<file path="config.mk">
export PLATFORM = sky130hd
export DESIGN_NAME = lsu_dbus_if
export DESIGN_NICKNAME = d
export VERILOG_FILES = /design/src/rtl/lsu_dbus_if.sv
export SDC_FILE = /design/constraint.sdc
export NUM_CORES = 1
export LEC_CHECK = 0
export ABC_AREA = 1
export CAP_MARGIN = 20
export CORE_MARGIN = 1
export CORE_UTILIZATION = 41
export DETAILED_ROUTE_END_ITERATION = 16
export PLACE_DENSITY_LB_ADDON = 0.2
export SLEW_MARGIN = 20
export SYNTH_ARGS = -nofsm -noshare
export SYNTH_HDL_FRONTEND = slang
export SYNTH_SLANG_ARGS = --single-unit
</file>
<file path="constraint.sdc">
create_clock -name clk -period 1.7 [get_ports clk]
set_clock_uncertainty 0.1 [all_clocks]
set_input_delay 0.34 -clock clk [delete_from_list [all_inputs] [get_ports clk]]
set_output_delay 0.34 -clock clk [all_outputs]
set_load 0.05 [all_outputs]
</file>
<file path="src/rtl/lsu_dbus_if.sv">
// Load/store unit front end for the data bus: checks RV32 alignment and funct3,
// issues one bus access per command, then returns extended load data and fault flags.
module lsu_dbus_if #(
  parameter int XLEN           = 32,
  parameter int TIMEOUT_CYCLES = 16
) (
  input  logic            clk,
  input  logic            rst_n,
  input  logic            lsu_req_i,
  input  logic            lsu_we_i,
  input  logic [2:0]      lsu_funct3_i,
  input  logic [XLEN-1:0] lsu_addr_i,
  input  logic [XLEN-1:0] lsu_wdata_i,
  output logic            lsu_busy_o,
  output logic            lsu_valid_o,
  output logic [XLEN-1:0] lsu_rdata_o,
  output logic            lsu_ld_misalign_o,
  output logic            lsu_st_misalign_o,
  output logic            lsu_bus_err_o,
  output logic            dbus_req_o,
  output logic            dbus_w_en_o,
  output logic [XLEN-1:0] dbus_addr_o,
  output logic [XLEN-1:0] dbus_w_data_o,
  output logic [3:0]      dbus_sel_byte_o,
  input  logic            dbus_ack_i,
  input  logic [XLEN-1:0] dbus_r_data_i
);

  typedef enum logic [1:0] {IDLE, REQ, WAIT, RESP} state_t;

  // only the fields still needed after the bus outputs are loaded
  typedef struct packed {
    logic       we;
    logic [2:0] funct3;
    logic [1:0] addr_lo;
  } cmd_t;

  state_t          state;
  cmd_t            cmd;
  logic [7:0]      cnt;

  logic            in_illegal, in_misalign;
  logic [3:0]      in_sel;
  logic [XLEN-1:0] in_wdata;
  logic [XLEN-1:0] ld_shift, ld_ext;

  always_comb begin
    in_illegal  = lsu_we_i ? (lsu_funct3_i > 3'b010)
                           : (lsu_funct3_i == 3'b011 || lsu_funct3_i[2:1] == 2'b11);
    in_misalign = (lsu_funct3_i[1:0] == 2'b01 && lsu_addr_i[0]) ||
                  (lsu_funct3_i[1:0] == 2'b10 && lsu_addr_i[1:0] != 2'b00);
    case (lsu_funct3_i[1:0])
      2'b00:   begin
        in_sel   = 4'b0001 << lsu_addr_i[1:0];
        in_wdata = {(XLEN/8){lsu_wdata_i[7:0]}};
      end
      2'b01:   begin
        in_sel   = lsu_addr_i[1] ? 4'b1100 : 4'b0011;
        in_wdata = {(XLEN/16){lsu_wdata_i[15:0]}};
      end
      default: begin
        in_sel   = 4'b1111;
        in_wdata = lsu_wdata_i;
      end
    endcase
  end

  always_comb begin
    ld_shift = dbus_r_data_i >> {cmd.addr_lo, 3'b000};
    case (cmd.funct3)
      3'b000:  ld_ext = {{(XLEN-8){ld_shift[7]}}, ld_shift[7:0]};
      3'b001:  ld_ext = {{(XLEN-16){ld_shift[15]}}, ld_shift[15:0]};
      3'b100:  ld_ext = {{(XLEN-8){1'b0}}, ld_shift[7:0]};
      3'b101:  ld_ext = {{(XLEN-16){1'b0}}, ld_shift[15:0]};
      default: ld_ext = dbus_r_data_i;
    endcase
  end

  always_ff @(posedge clk or negedge rst_n) begin
    if (!rst_n) begin
      state             <= IDLE;
      cmd               <= '0;
      cnt               <= '0;
      lsu_busy_o        <= 1'b0;
      lsu_valid_o       <= 1'b0;
      lsu_rdata_o       <= '0;
      lsu_ld_misalign_o <= 1'b0;
      lsu_st_misalign_o <= 1'b0;
      lsu_bus_err_o     <= 1'b0;
      dbus_req_o        <= 1'b0;
      dbus_w_en_o       <= 1'b0;
      dbus_addr_o       <= '0;
      dbus_w_data_o     <= '0;
      dbus_sel_byte_o   <= '0;
    end else begin
      lsu_valid_o       <= 1'b0;
      lsu_rdata_o       <= '0;
      lsu_ld_misalign_o <= 1'b0;
      lsu_st_misalign_o <= 1'b0;
      lsu_bus_err_o     <= 1'b0;
      dbus_req_o        <= 1'b0;
      case (state)
        IDLE: if (lsu_req_i) begin
          cmd        <= '{we: lsu_we_i, funct3: lsu_funct3_i, addr_lo: lsu_addr_i[1:0]};
          lsu_busy_o <= 1'b1;
          if (in_illegal || in_misalign) begin
            // faulting commands never touch the bus
            state             <= RESP;
            lsu_valid_o       <= 1'b1;
            lsu_bus_err_o     <= in_illegal;
            lsu_ld_misalign_o <= !in_illegal && in_misalign && !lsu_we_i;
            lsu_st_misalign_o <= !in_illegal && in_misalign && lsu_we_i;
          end else begin
            state           <= REQ;
            dbus_req_o      <= 1'b1;
            dbus_w_en_o     <= lsu_we_i;
            dbus_addr_o     <= {lsu_addr_i[XLEN-1:2], 2'b00};
            dbus_w_data_o   <= in_wdata;
            dbus_sel_byte_o <= in_sel;
          end
        end
        REQ: begin
          state <= WAIT;
          cnt   <= '0;
        end
        WAIT: begin
          // ack is checked before the timeout so a last-cycle ack still completes
          if (dbus_ack_i || cnt == 8'(TIMEOUT_CYCLES - 1)) begin
            state           <= RESP;
            lsu_valid_o     <= 1'b1;
            lsu_bus_err_o   <= !dbus_ack_i;
            lsu_rdata_o     <= (dbus_ack_i && !cmd.we) ? ld_ext : '0;
            dbus_w_en_o     <= 1'b0;
            dbus_addr_o     <= '0;
            dbus_w_data_o   <= '0;
            dbus_sel_byte_o <= '0;
          end else begin
            cnt <= cnt + 8'd1;
          end
        end
        RESP: begin
          state      <= IDLE;
          lsu_busy_o <= 1'b0;
        end
        default: state <= IDLE;
      endcase
    end
  end

endmodule
</file>
==> qor.txt <==
status -> complete, but fails checks
violated checks -> negative setup slack
critical path's largest stage delay -> 0.41 ns
Final Net Count -> 1177
commonest non-fill, non-tap cell in the layout -> nand2_1
Post-route DRC -> 0
flops & latches, synth -> 121
YS warnings -> 0
Final ANT Viol Nets -> 0
DR WL met3 -> 1280 µm
Vias/cell -> 4.98
post-synthesis sequential area ratio -> 49.9%
Least-Margin Pin Slew -> 0.588 ns
Hold WS -> 0.296 ns
Max rail drop VDD -> 1200 µV
Initial Utilization -> 41.9%
Clock Tree Buf Depth -> 2
worst setup margin -> -0.0680 ns
delay-heaviest family, CP -> buffers and inverters
CTS tree -> built
Netlist cell types -> 28
Final Critical Period -> 1.77 ns
Setup Viol. Count Final -> 64
first-pass GRT wire length -> 28500 µm
startpoint types -> register
Max-cap violations -> 0
DRT iter0 DRCs -> 552
Worst Hold Class -> input port to register
most frequent cells in the layout -> 225 x nand2_1, 138 x buf_4, 121 x dfrtp_1, 101 x nor2_1, 100 x clkdlybuf4s50_1
Area contributors post-synth -> dfrtp_1 50%, nand2_1 14%, nand3_1 8.8%
pins over their slew limit -> 0
die outline height -> 124 µm
WL final -> 19000 µm
Most used DFF post-synth -> dfrtp_1
Mapped Avg Cell Area -> 7.52 µm²
Clock Root Buffer -> clkbuf_16
Bufs and invs on worst path -> 4
r2r setup slk -> -0.07 ns
Crit path required time -> 1.96 ns
EDFF count, synth -> 0
vias -> 6291
largest net degree at the start of global routing -> 42
Reg clk slew, reported paths -> 0.06 ns
critical path class -> register to register
FMAX -> 566 MHz
Routed wire per std cell -> 15.0 µm
CTS Buf Count -> 17
final worst path period share -> 104%
Synth async-reset ratio -> 100%
layout cells sized above 1 -> 26.6%
ANT cells -> 0
Final GP Congestion -> 0.841
Core Rows -> 44
GRT Total Usage -> 24.4%
Finished Core Util -> 68.7%
number of top-level pins -> 211
Setup crit end kind -> register
Tot Pwr -> 21400 µW
TritonRoute pass-1 iters -> 5
RSZ-0062 raised after global routing -> true
vias in the first global route -> 5756
Core Area -> 14500 µm²
Port Buffer Count -> 208
share of the synthesized area in the top cell type -> 49.9%
CTS HTree Levels -> 4
Pwr per Cell Area -> 2150 nW/µm²
leakage power -> 0.00520 µW
slew margin rel. -> 60.8%
initial antenna violation count -> 0
clk sinks -> 121
post-DP HPWL -> 12500 µm
Die Span X -> 124 µm
Critical Path Fanout Max -> 5
Layout area overhead -> 63.9%
total gr overflow -> 0
Skew-Pair Late Insertion Delay -> 0.42 ns
Hold Vio Cnt, Final -> 0
die area -> 15300 µm²
WP data arrival -> 2.03 ns
worst path cell trace -> buf_6 > ha_4 > inv_4 > nor2_4 > o21ai_2 > nand2_2 > nor2_4 > buf_6 > clkbuf_16 > nand3_1 > nand2_1
uppermost layer routed -> met4
Filler cells -> 1127
Mapped Cells -> 807
met1 wire length -> 8010 µm
critical path's slowest cell -> dfrtp_1
Met2 Routed Length -> 9370 µm
Synth Cell Area -> 6070 µm²
post-synth top area cell -> dfrtp_1
metrics by stage:
step                      worst slack, ns  instance area, µm²  cells  TNS [ns]
after floorplan                   -0.0155                6130    808    -0.313
after global placement             -0.416                8740   1213    -32.10
after detailed placement           -0.495                8740   1213    -36.47
after CTS                         -0.0419                9530   1249    -0.930
after global routing               -0.173                9950   1262     -8.17
final                             -0.0680                9950   1262     -1.58
layer usage:
layer	vias to the layer above	GRT usage (%)
li1	3073	-
met1	2968	30.9
met2	223	40.8
met3	27	5.31
met4	0	8.89
met5	-	0
tightest hold or removal path, delay by kind of cell:
kind	cells	cell delay, ns
buffers and inverters	3	0.36
AOI/OAI and AO/OA	1	0.07
final timing paths:
path	start	end	cells past startpoint
max	state[1]	dbus_addr_o[9]	11
min	lsu_funct3_i[0]	cmd[2]	4
max reg2reg	state[1]	dbus_addr_o[9]	11
min reg2reg	dbus_addr_o[26]	dbus_addr_o[26]	2
max in group asynchronous	rst_n	dbus_addr_o[8]	3
min in group asynchronous	rst_n	lsu_rdata_o[5]	2
cells in the mapped netlist, types with 4 or more instances:
| library cell | number |
|---|---|
| nand3_1 | 107 |
| o31ai_1 | 7 |
| inv_1 | 69 |
| dfrtp_1 | 121 |
| buf_2 | 19 |
| buf_4 | 8 |
| a21oi_1 | 16 |
| nand2_2 | 4 |
| inv_2 | 5 |
| nand2_1 | 233 |
| o21ai_0 | 52 |
| nor2_2 | 5 |
| o22ai_1 | 8 |
| nor2_1 | 114 |
| clkbuf_1 | 14 |
| buf_6 | 5 |
| ha_1 | 5 |
sequential cells by signal, indices dropped and copies added (netlist names), 2 cells and up:
register and count:
cmd 6, cnt 8, dbus_addr_o 30, dbus_sel_byte_o 4
dbus_w_data_o 32, lsu_rdata_o 32, state 2
cell type report:
cell class                      instances  area (µm²)  area share [%]
Sequential cell                       121        3030            30.4
Timing Repair Buffer                  289        2960            29.7
Multi-Input combinational cell        564        2790            28.0
Clock buffer                           20         467            4.69
Inverter                               75         284            2.85
Tap cell                              184         230            2.31
Clock inverter                          9         195            1.96
repair_timing:
| action | 4_1_cts | 5_1_grt |
|---|---|---|
| hold buffers | 1 | 0 |
| setup endpoints to repair | 78 | 101 |
| endpoints found under the hold margin | 30 | 0 |
| pin swaps | 0 | 20 |
| buffers inserted | 5 | 5 |
| gates resized for setup | 12 | 67 |
| gates cloned | 1 | 8 |
kinds of logic after synthesis:
kind of cell / share of synthesized area (%)
and+or+nand+nor: 32.0
adders and majority gates: 1.03
buffers and inverters: 9.11
DFF: 49.9
xor gates and xnor gates: 0.144
other: 0.0618
AOI/OAI and AO/OA: 7.83
power breakdown:
part           internal [µW]  switching [µW]
registers               3920             739
logic                   4890            7760
clock network           2830            1270
total                  11600            9770
(Power assumes the default switching activity.)
